File: src/rtl/branch_sequencer.sv
// Multi-cycle LEGv8 branch sequencer (B, BL, CBZ, CBNZ, B.cond, BR).
// Latches one branch, walks IDLE/LINK/TEST/JUMP and drives the 33-bit control word plus K.
module branch_sequencer #(
  parameter int DATA_W   = 64,
  parameter int LINK_REG = 30,
  parameter int ZERO_REG = 31
) (
  input  logic              clock,
  input  logic              reset,
  input  logic [31:0]       I,
  input  logic              instr_valid,
  input  logic [4:0]        status,
  input  logic              alu_zero,
  output logic [32:0]       cw,
  output logic [DATA_W-1:0] K,
  output logic              busy,
  output logic              done,
  output logic              taken,
  output logic              illegal
);

  typedef enum logic [1:0] {
    IDLE = 2'd0,
    LINK = 2'd1,
    TEST = 2'd2,
    JUMP = 2'd3
  } state_t;

  typedef enum logic [2:0] {
    KIND_NONE  = 3'd0,
    KIND_B     = 3'd1,
    KIND_BL    = 3'd2,
    KIND_CBZ   = 3'd3,
    KIND_CBNZ  = 3'd4,
    KIND_BCOND = 3'd5,
    KIND_BR    = 3'd6
  } kind_t;

  localparam logic [4:0] LINK_A = 5'(LINK_REG);
  localparam logic [4:0] ZERO_A = 5'(ZERO_REG);

  function automatic kind_t decode_kind(input logic [31:0] ins);
    kind_t k;
    if (ins[31:26] == 6'b000101)            k = KIND_B;
    else if (ins[31:26] == 6'b100101)       k = KIND_BL;
    else if (ins[31:24] == 8'b10110100)     k = KIND_CBZ;
    else if (ins[31:24] == 8'b10110101)     k = KIND_CBNZ;
    else if (ins[31:24] == 8'b01010100)     k = KIND_BCOND;
    else if (ins[31:21] == 11'b11010110000) k = KIND_BR;
    else                                    k = KIND_NONE;
    return k;
  endfunction

  // Flags are packed {V, C, N, Z}; codes 14 and 15 both mean "always".
  function automatic logic cond_met(input logic [3:0] c, input logic [3:0] f);
    logic z, n, cy, v, r;
    {v, cy, n, z} = f;
    case (c)
      4'h0:    r = z;
      4'h1:    r = !z;
      4'h2:    r = cy;
      4'h3:    r = !cy;
      4'h4:    r = n;
      4'h5:    r = !n;
      4'h6:    r = v;
      4'h7:    r = !v;
      4'h8:    r = cy && !z;
      4'h9:    r = !(cy && !z);
      4'hA:    r = (n == v);
      4'hB:    r = (n != v);
      4'hC:    r = !z && (n == v);
      4'hD:    r = !(!z && (n == v));
      default: r = 1'b1;
    endcase
    return r;
  endfunction

  state_t            r_state;
  kind_t             r_kind;
  logic [4:0]        r_rt;
  logic [4:0]        r_rn;
  logic [3:0]        r_status;
  logic [DATA_W-1:0] r_k;
  logic              r_taken;
  logic              r_illegal;

  state_t            w_next_state;
  kind_t             w_dec_kind;
  logic [DATA_W-1:0] w_dec_k;
  logic              w_cond;
  logic              w_taken_now;
  logic [4:0]        w_alu_fs;
  logic              w_rf_b_en;
  logic [4:0]        w_rf_sa;
  logic [4:0]        w_rf_sb;
  logic [4:0]        w_rf_da;
  logic              w_rf_w;
  logic              w_pc_en;
  logic [1:0]        w_pc_fs;
  logic              w_unused;

  assign w_dec_kind  = decode_kind(I);
  assign w_cond      = cond_met(r_rt[3:0], r_status);
  assign w_taken_now = (r_kind == KIND_BCOND) ? w_cond : r_taken;
  assign w_unused    = status[4];

  // Sign-extended branch constant for the instruction being offered.
  always_comb begin
    case (w_dec_kind)
      KIND_B, KIND_BL:                 w_dec_k = {{(DATA_W-26){I[25]}}, I[25:0]};
      KIND_CBZ, KIND_CBNZ, KIND_BCOND: w_dec_k = {{(DATA_W-19){I[23]}}, I[23:5]};
      default:                         w_dec_k = {DATA_W{1'b0}};
    endcase
  end

  // State register and latched instruction fields.
  always_ff @(posedge clock or posedge reset) begin
    if (reset) begin
      r_state   <= IDLE;
      r_kind    <= KIND_NONE;
      r_rt      <= 5'd0;
      r_rn      <= 5'd0;
      r_status  <= 4'd0;
      r_k       <= {DATA_W{1'b0}};
      r_taken   <= 1'b0;
      r_illegal <= 1'b0;
    end else begin
      r_state   <= w_next_state;
      r_illegal <= 1'b0;
      case (r_state)
        IDLE: begin
          if (instr_valid) begin
            r_rt     <= I[4:0];
            r_rn     <= I[9:5];
            r_status <= status[3:0];
            r_kind   <= w_dec_kind;
            if (w_dec_kind == KIND_NONE) begin
              r_illegal <= 1'b1;
            end else begin
              r_k     <= w_dec_k;
              r_taken <= (w_dec_kind == KIND_B) || (w_dec_kind == KIND_BR);
            end
          end
        end
        LINK:    r_taken <= 1'b1;
        // alu_zero reflects OR(XZR, Rt) during TEST, i.e. Rt == 0.
        TEST:    r_taken <= (r_kind == KIND_CBZ) ? alu_zero : !alu_zero;
        JUMP:    r_taken <= r_taken;
        default: r_taken <= 1'b0;
      endcase
    end
  end

  // Next state and control-word fields; defaults form the NOP word.
  always_comb begin
    w_alu_fs     = 5'b11111;
    w_rf_b_en    = 1'b0;
    w_rf_sa      = ZERO_A;
    w_rf_sb      = ZERO_A;
    w_rf_da      = ZERO_A;
    w_rf_w       = 1'b0;
    w_pc_en      = 1'b0;
    w_pc_fs      = 2'b00;
    w_next_state = r_state;
    case (r_state)
      IDLE: begin
        if (instr_valid) begin
          case (w_dec_kind)
            KIND_BL:             w_next_state = LINK;
            KIND_CBZ, KIND_CBNZ: w_next_state = TEST;
            KIND_NONE:           w_next_state = IDLE;
            default:             w_next_state = JUMP;
          endcase
        end else begin
          w_next_state = IDLE;
        end
      end
      LINK: begin
        w_pc_en      = 1'b1;
        w_rf_da      = LINK_A;
        w_rf_w       = 1'b1;
        w_next_state = JUMP;
      end
      TEST: begin
        w_alu_fs     = 5'b00100;
        w_rf_sb      = r_rt;
        w_next_state = JUMP;
      end
      JUMP: begin
        w_pc_en      = 1'b1;
        w_next_state = IDLE;
        if (r_kind == KIND_BR) begin
          w_rf_b_en = 1'b1;
          w_rf_sb   = r_rn;
          w_pc_fs   = 2'b11;
        end else if (w_taken_now) begin
          w_pc_fs = 2'b10;
        end else begin
          w_pc_fs = 2'b01;
        end
      end
      default: w_next_state = IDLE;
    endcase
  end

  // alu_en, alu_bs, ram_en, ram_w, pc_is and status_ld are never used by branches.
  assign cw = {1'b0, 1'b0, w_alu_fs, w_rf_b_en, w_rf_sa, w_rf_sb, w_rf_da, w_rf_w,
               1'b0, 1'b0, w_pc_en, w_pc_fs, 1'b0, 1'b0, w_next_state};

  assign K       = r_k;
  assign busy    = (r_state != IDLE);
  assign done    = (r_state == JUMP);
  assign taken   = (r_state == JUMP) && w_taken_now;
  assign illegal = r_illegal;

endmodule

File: config.mk
export PLATFORM = sky130hd
export DESIGN_NAME = branch_sequencer
export DESIGN_NICKNAME = d
export VERILOG_FILES = /design/src/rtl/branch_sequencer.sv
export SDC_FILE = /design/constraint.sdc
export NUM_CORES = 1
export LEC_CHECK = 0
export CAP_MARGIN = 20
export CORE_ASPECT_RATIO = 1.75
export CORE_MARGIN = 3
export CORE_UTILIZATION = 35
export DETAILED_ROUTE_END_ITERATION = 8
export PLACE_DENSITY = 0.7
export SETUP_SLACK_MARGIN = 0.02
export SKIP_CTS_REPAIR_TIMING = 1
export SLEW_MARGIN = 20
export SYNTH_ARGS = -nofsm -noshare
export SYNTH_HDL_FRONTEND = slang
export SYNTH_SLANG_ARGS = --single-unit
File: constraint.sdc
create_clock -name clock -period 5.1 [get_ports clock]
set_input_delay 1.02 -clock clock [delete_from_list [all_inputs] [get_ports clock]]
set_output_delay 1.02 -clock clock [all_outputs]
set_load 0.1 [all_outputs]
## Yosys cells after proc, flatten, opt, wreduce, memory -nomap -nowiden

Cells that the tools add are included.

- Register bits: 85
- Latch bits: 0
- RAM bits: 0
- Memory bits (read-only): 0
- Memories: 0

- Add/sub/neg operators: 0
- Multipliers: 0
- Div/mod/pow operators: 0
- Magnitude comparators: 0
- Equality and inequality tests: 35
- Shifts and indexed selects: 0
- Muxes and demuxes: 30
- Bitwise gates (word level): 2
- Reduce and logical (&&, ||, !) cells: 23

Operators with widths:

| cell | number |
|---|---|
| $pmux W64 S2 | 1 |
| $eq A4 B4 Y1 const B | 6 |
| $mux W3 | 6 |
| $eq A4 B3 Y1 const B | 4 |
| $eq A8 B8 Y1 const B | 2 |
| $eq A3 B3 Y1 const B | 5 |
| $pmux W1 S14 | 1 |
| $mux W1 | 12 |
| $pmux W2 S3 | 2 |
| $eq A11 B11 Y1 const B | 1 |
| $mux W5 | 2 |
| $pmux W5 S2 | 1 |
| $eq A3 B2 Y1 const B | 3 |
| $eq A4 B2 Y1 const B | 2 |
| $eq A8 B7 Y1 const B | 1 |
| $mux W2 | 4 |
| $reduce_or A2 Y1 | 4 |
| $logic_not A1 Y1 | 7 |
| $eq A6 B3 Y1 const B | 1 |
| $eq A6 B6 Y1 const B | 1 |
| $reduce_and A3 Y1 | 2 |
| $eq A2 B2 Y1 const B | 2 |
| $eq A4 B1 Y1 const B | 1 |
| $logic_not A4 Y1 | 1 |
| 14 further kinds | 18 |

## Longest topological paths before layout

- Word-level depth: 12
- Gate-level depth with buffers: 7
- Depth with buffers taken out: 6

## Least setup slack after synthesis

OpenSTA, ideal clock, no wires.

- Path kind: input to output
- From: input I[27]
- To: output cw[0]
- Data arrival time: 4.234 ns
- Slack: -0.154 ns
- Stages on the path: 5
- Path buffers: 1
- Cell sequence: nand3b_4 nor3_1 clkbuf_1 nor2_1 o21ai_0

- Word-level cells in the longest chain between the ends: 12
- Elaborated cells between the ends (all ways): 20

RTL lines:

| item | RTL line | source |
|---|---|---|
| start: declaration | 10 | `input logic [31:0] I,` |
| $eq A11 B11 Y1 | 49 | `else if (ins[31:21] == 11'b11010110000) k = KIND_BR;` |
| $mux W3 | 49 |  |
| $mux W3 | 48 | `else if (ins[31:24] == 8'b01010100) k = KIND_BCOND;` |
| $mux W3 | 47 | `else if (ins[31:24] == 8'b10110101) k = KIND_CBNZ;` |
| $mux W3 | 46 | `else if (ins[31:24] == 8'b10110100) k = KIND_CBZ;` |
| $mux W3 | 45 | `else if (ins[31:26] == 6'b100101) k = KIND_BL;` |
| $mux W3 (*) | 44 | `if (ins[31:26] == 6'b000101) k = KIND_B;` |
| $eq A3 B2 Y1 / $eq A3 B3 Y1 (equally long branches) | 168 | `case (w_dec_kind)` |
| $reduce_or A2 Y1 | 168 |  |
| $pmux W2 S3 (*) | 168 |  |
| $mux W2 (*) | 167 | `if (instr_valid) begin` |
| $pmux W2 S3 (*) | 165 | `case (r_state)` |
| end: declaration | 14 | `output logic [32:0] cw,` |

Every way passes the cells marked *; elsewhere a longest branch is shown, timed or not.

## Final worst setup path

- From: register r_status[1]
- To: output cw[4]

- Word-level cells in the longest chain between the ends: 8
- Elaborated cells between the ends (all ways): 10

RTL lines:

| item | RTL line | source |
|---|---|---|
| start: declaration | 82 | `logic [3:0] r_status;` |
| start signal: assignment | 135 | `r_status <= status[3:0];` |
| $eq A1 B1 Y1 | 69, 71, 72 |  |
| $logic_and A1 B1 Y1 | 71, 72 |  |
| $logic_not A1 Y1 | 72 | `4'hD: r = !(!z && (n == v));` |
| $pmux W1 S14 (*) | 58 | `case (c)` |
| $mux W1 (*) | 104 | `assign w_taken_now = (r_kind == KIND_BCOND) ? w_cond : r_taken;` |
| $mux W2 (*) | 196 | `end else if (w_taken_now) begin` |
| $mux W2 (*) | 192 | `if (r_kind == KIND_BR) begin` |
| $mux W2 (*) | 165 |  |

Marks and branches as above.

==> flow_metrics.tcl <==
set metrics [dict create \
    status "finished, final reports clean" \
    rows 44 \
    rr_worst_depth 7 \
    arrival_ns 3.28 \
    die_w_um 76.99 \
    num_antenna_cells 0 \
    syn_inst 346 \
    worstReg2RegEnd "K[11]$_DFFE_PP0P_" \
    drt_wl_total_mm 8.292 \
    p_leak_nw 1.732 \
    die-area_mm2 0.01003 \
    min-delay-start "r_rn[4]$_DFFE_PP0P_" \
    clock_path_buffers 2 \
    fmax_mhz 232.7 \
    p_sw_share_pct 60.20 \
    ios 142 \
    clock_sinks 47 \
    grt-ovfl-total 0 \
    dpl.cell_count 524 \
    synth_edf_count 0 \
    critPathCaptureType "output pin" \
    max-slew-margin-rel_pct 29.37 \
    total_power_mw 2.566 \
    p_int_mw 1.021 \
    synth_top_area_share_pct 38.10 \
    clock_latency_ns 0.29 \
    yosys_most_used_dff "dfrtp_1" \
    async_flop_share_pct 100.0 \
    ir_drop_v 0.0005915 \
    clockRootBuffer "clkbuf_16" \
    yosys_register_bits 47 \
    fin_crit_ns 4.297 \
    maxSlewViolCount 0 \
    ys_types 47 \
    avgSynthCellArea_um2 8.921 \
    initial_utilization_pct 36.65 \
    place_ws_ns 1.088 \
    antenna_found_initial 0 \
    syn_to_final_growth_pct 35.79 \
    setup_viol 0 \
    htreeDepth 2 \
    powerDensity_mw_per_mm2 612.2 \
    grt_pass1_vias 2574 \
    dr.pass1.iters 5 \
    ys_seq_area_share_pct 38.10 \
    p_switching_mw 1.545 \
    layoutNonFillerInstCount 532 \
    cts_buffers 5 \
    cts_tree "yes" \
    syn_area_mm2 0.003087 \
    grt_pass1_wl_mm 13.25 \
    rsz0062_at_grt "no" \
    drc 0 \
    clk_pin_slew_ns 0.07 \
    yosysTopAreaCell "dfrtp_1" \
    grt_usage_pct 16.38 \
    utilization_pct 49.76 \
    hold_end "r_rn[4]$_DFFE_PP0P_" \
    cp_max_fo 7 \
    yosys.cell_count.top_type "nand2_1" \
    reg2reg_from "r_state[1]$_DFF_PP0_" \
    r2r_slack_ns 2.80 \
    clock_skew_ns 0.01301 \
    yosys_warnings 0 \
    cp-start-kind "register" \
    portBuffers 124 \
    worst_hold_path.num_cells 2 \
    via_per_inst 4.891 \
    chipHeight_um 130.2 \
    finalHoldViolations 0 \
    period_share_pct 84.26 \
    coreArea_mm2 0.008423 \
    worst_slew_pin_slew_ns 1.057 \
    min_path_type "reg -> reg" \
    clkPwrFrac_pct 14.7 \
    initialDrtViolationCount 113 \
    cap_violations 0 \
    p_seq_share_pct 20.2 \
    wl_per_cell_um 15.59 \
    ant_nets 0 \
    setup_slack_ns 0.8029 \
    vias 2602 \
    grt_max_degree 48 \
    nets 462 \
    pwr-share-comb_pct 65.0 \
    synth_area_leaders "dfrtp_1 (38%), buf_4 (15%), nand2_1 (7.7%), a221oi_1 (4.0%), a21oi_1 (3.9%)" \
    fin_setup_tns_ns 0 \
    gp_congestion 0.7669 \
    required_ns 4.08 \
    synth_common_cells "nand2_1 (63), buf_4 (62), dfrtp_1 (47)" \
    hpwl_mm 6.134 \
    drive_above_1_share_pct 7.674 \
    crit_type "reg -> out" \
]
-- cell type report --
class                           count  area (um2)
Clock inverter                      3       46.29
Sequential cell                    47        1177
Inverter                           10       38.79
Tap cell                          115       143.9
Timing Repair Buffer              129        1274
Multi-Input combinational cell    223        1386
Clock buffer                        5       125.1
Fill cell                         812        4232
-- metrics by stage --
stage	cell area (um2)	hold WS [ns]
2_1_floorplan	3139	0.4404
3_3_place_gp	4018	0.4610
3_5_place_dp	4018	0.4643
4_1_cts	4189	0.4818
5_1_grt	4192	0.5225
6_report	4192	0.4826
-- logic make-up after synthesis --
logic type | Yosys count | synth area share, %
xor+xnor | 4 | 1.135
flops | 47 | 38.10
fa+ha+maj | 5 | 2.027
simple gates | 95 | 14.27
compound gates | 97 | 23.39
other cells | 2 | 0.2433
mux | 6 | 1.986
buf+inv | 90 | 18.85
-- registers in the layout, indices dropped and copies added (netlist names) --
| signal | flops |
|---|---|
| K | 26 |
| illegal | 1 |
| r_kind | 3 |
| r_rn | 5 |
| r_rt | 5 |
| r_state | 2 |
| r_status | 4 |
| r_taken | 1 |
-- per-layer routing --
metal	part of all wire [%]	vias up	GRT usage (%)	routed length [um]
met5	0	-	0	0
met4	1.7	0	5.451	141
met3	4.4	13	2.693	362
met2	55	93	30.63	4534
met1	39	1222	18.89	3253
li1	-	1274	-	-
-- worst max-delay path by stage --
stage | from | to | slack (ns) | cells after the start
3_3_place_gp | I[26] | cw[0] | 1.12 | 7
6_report | r_status[1]$_DFFE_PP0P_ | cw[4] | 0.80 | 6
2_1_floorplan | r_state[0]$_DFF_PP0_ | cw[5] | 0.37 | 3
5_1_grt | r_rt[3]$_DFFE_PP0P_ | cw[4] | 0.73 | 6
3_5_place_dp | I[26] | cw[1] | 1.09 | 7
4_1_cts | r_status[1]$_DFFE_PP0P_ | cw[4] | 0.86 | 6
-- power groups by stage --
stage               clock network (mW)  logic [mW]  registers, mW
global placement                     0        1.67          0.520
CTS                              0.387        1.68          0.519
finish                           0.377        1.67          0.519
global route                     0.402        1.70          0.532
detailed placement                   0        1.68          0.524
floorplan                            0        1.00          0.956
-- critical path, stage by stage, from the launching register on --
cell	delay, ns
dfrtp_1	0.46
or3b_2	0.49
a2111oi_0	0.44
a211oi_1	0.16
a2bb2oi_1	0.18
o21ai_0	0.10
clkdlybuf4s50_1	1.16
-- cells in the final DEF (no fill, tap or decap), types with 2 or more instances in the layout --
cell / count
nand2_1: 63
inv_1: 9
a221oi_1: 14
nand2b_1: 2
a31oi_1: 8
ha_1: 5
dfrtp_1: 46
nand3b_1: 4
a22oi_1: 5
a211oi_1: 2
mux2i_1: 5
and2_1: 3
conb_1: 16
a21oi_1: 24
nor3_1: 2
xor2_1: 2
o21ai_0: 14
clkdlybuf4s50_1: 122
o21ai_1: 3
a2bb2oi_1: 8
a2bb2oi_2: 8
a311oi_1: 2
nor2_1: 11
clkbuf_16: 5
xnor2_1: 2
buf_4: 7
Note: power is estimated with default switching activity, not from simulation.
==> RTL change (same settings) <==
Put a register stage on the outputs `cw`, `busy`, `done` and `taken`, with the module's reset. The values now appear one clock later. The other outputs are not delayed to match.
--- a/src/rtl/branch_sequencer.sv
+++ b/src/rtl/branch_sequencer.sv
@@ -205,11 +205,19 @@
 
   // alu_en, alu_bs, ram_en, ram_w, pc_is and status_ld are never used by branches.
-  assign cw = {1'b0, 1'b0, w_alu_fs, w_rf_b_en, w_rf_sa, w_rf_sb, w_rf_da, w_rf_w,
-               1'b0, 1'b0, w_pc_en, w_pc_fs, 1'b0, 1'b0, w_next_state};
 
   assign K       = r_k;
-  assign busy    = (r_state != IDLE);
-  assign done    = (r_state == JUMP);
-  assign taken   = (r_state == JUMP) && w_taken_now;
+  always_ff @(posedge clock or posedge reset) begin
+    if (reset) begin
+      cw    <= '0;
+      busy  <= '0;
+      done  <= '0;
+      taken <= '0;
+    end else begin
+      cw    <= {1'b0, 1'b0, w_alu_fs, w_rf_b_en, w_rf_sa, w_rf_sb, w_rf_da, w_rf_w, 1'b0, 1'b0, w_pc_en, w_pc_fs, 1'b0, 1'b0, w_next_state};
+      busy  <= (r_state != IDLE);
+      done  <= (r_state == JUMP);
+      taken <= (r_state == JUMP) && w_taken_now;
+    end
+  end
   assign illegal = r_illegal;
 
Behaviour: not the same (a bounded check fails within 4 cycles, from zero or initial values and one cycle with reset high).
==> RTL change against the original RTL <==
  * Sequential share of layout area increased by 5.1 points
  * Die area up 9.2%
  * Routed wire length decreased by 1.4%
  * Design area grew 13%
  * Critical path type unchanged
  * Critical endpoint is now K[45]
  * Final cell count shrank 4.3%
  * Hold slack better by 0.0028 ns
  * Worst setup slack gained 0.66 ns
  * Global-route usage decreased by 0.84 points
  * Register-to-register slack about the same
  * Sequential cell count grew 16
  * Synthesized area up 9.8%
  * Synthesized cell count decreased by 13%
Power is not compared: it rests on default switching activity, and its combinational part moved more than twofold at a synthesized area within 25%.
==> RTL change: results (changes against the original RTL) <==
port bufs = 134 (+8.1%)
Cells after Synth = 300 (-13%)
clock skew = 0.004140 ns (-0.008875 ns)
Signal buf overhead = 0.2891 (-0.01477)
DRT iter0 DRCs = 110 (-2.7%)
multi-input logic area = 0.001295 mm^2 (-6.6%)
final wirelength = 8.175 mm (-1.4%)
largest net degree at the start of global routing = 64 (+33%)
DR pass1 iterations = 4 (-1)
Seq/total area = 0.3324 (+0.05147)
DP Worst Slack = 1.165 ns (+0.07667 ns)
Fill cells = 832 (+2.5%)
clk sinks = 63 (+34%)
Min Hold Slack = 0.4854 ns (+0.002779 ns)
Worst slew margin = 0.3216 (+0.02784)
hold path depth = 1 (-1)
status = completed
fin nets = 430 (-6.9%)
Synth area leaders = dfrtp_1 (47%), buf_4 (13%), mux2_2 (7.0%), a22o_1 (6.5%), mux2_1 (6.3%)
H-tree depth = 3 (+1)
vias = 2477 (-4.8%)
first-pass GRT wire length = 12.83 mm (-3.2%)
Multi-input comb cells = 161 (-28%)
Plain + repair buffers = 138 (+7.0%)
most frequent cells after synthesis = dfrtp_1 (63), buf_4 (58), a22o_1 (25)
DR vias/cell = 4.866 (-0.50%)
hold endpoint = K[9]
Final Critical Period = 3.633 ns (-0.6641 ns)
Post-DP HPWL = 6.080 mm (-0.87%)
Yosys cell types = 38 (-19%)
Num CTS Buffers = 9 (+4)
flop2flop setup slack = 2.79 ns (about the same)
CP Max Fanout = 40 (+33)
later-pin clock latency in the skew report = 0.32 ns (+0.03 ns)
slowest cell delay on critical path = 1.30 ns (+0.14 ns)
==> RTL change: changes by cell type after synthesis, sizes merged, moves of 8 or more <==
cell and delta:
a21oi -12, a2bb2oi -16, a22o +24, dfrtp +16
mux2 +39, a31oi -8, a221oi -12, nand2 -52
==> RTL change: through the flow <==
step | total power, W | utilization | instance area, um^2
final | 0.001482 | 0.5119 | 4743
after global routing | 0.001537 | 0.5119 | 4743
after CTS | 0.001502 | 0.5119 | 4743
after detailed placement | 0.0008747 | 0.4785 | 4434
after global placement | 0.0008694 | 0.4785 | 4434
after floorplan | 0.0007972 | - | 3408
==> RTL change: worst max path at each step <==
stage / to / cells after the start / start
floorplan: K[26] / 1 / K[62]
global route: K[38] / 1 / K[62]
CTS: K[45] / 1 / K[62]
detailed placement: K[7] / 6 / I[29]
global placement: K[2] / 6 / I[29]
finish: K[45] / 1 / K[62]
==> RTL change: kinds of logic after synthesis <==
family                     Yosys count  synth area share
AOI/OAI and AO/OA                   56            0.1203
xor gates and xnor gates             5           0.01292
adders and majority gates            5           0.01846
buffers and inverters               81            0.1591
DFF                                 63            0.4651
muxes                               41            0.1395
other                                2          0.002216
and+or+nand+nor                     47           0.08232
==> RTL change: power by group through the flow <==
stage	logic (W)	clock network, W	registers [W]
5_1_grt	0.000335	0.000654	0.000547
3_5_place_dp	0.000323	0	0.000552
4_1_cts	0.000323	0.000635	0.000544
2_1_floorplan	0.000184	0	0.000613
3_3_place_gp	0.000319	0	0.000551
6_report	0.000320	0.000618	0.000543
==> RTL change: metal layers <==
layer	track usage	up-vias	wire (um)
met5	0	-	0
met4	0.08647	0	255
met3	0.02984	14	443
met2	0.2735	107	4417
met1	0.1715	1200	3059
li1	-	1156	-
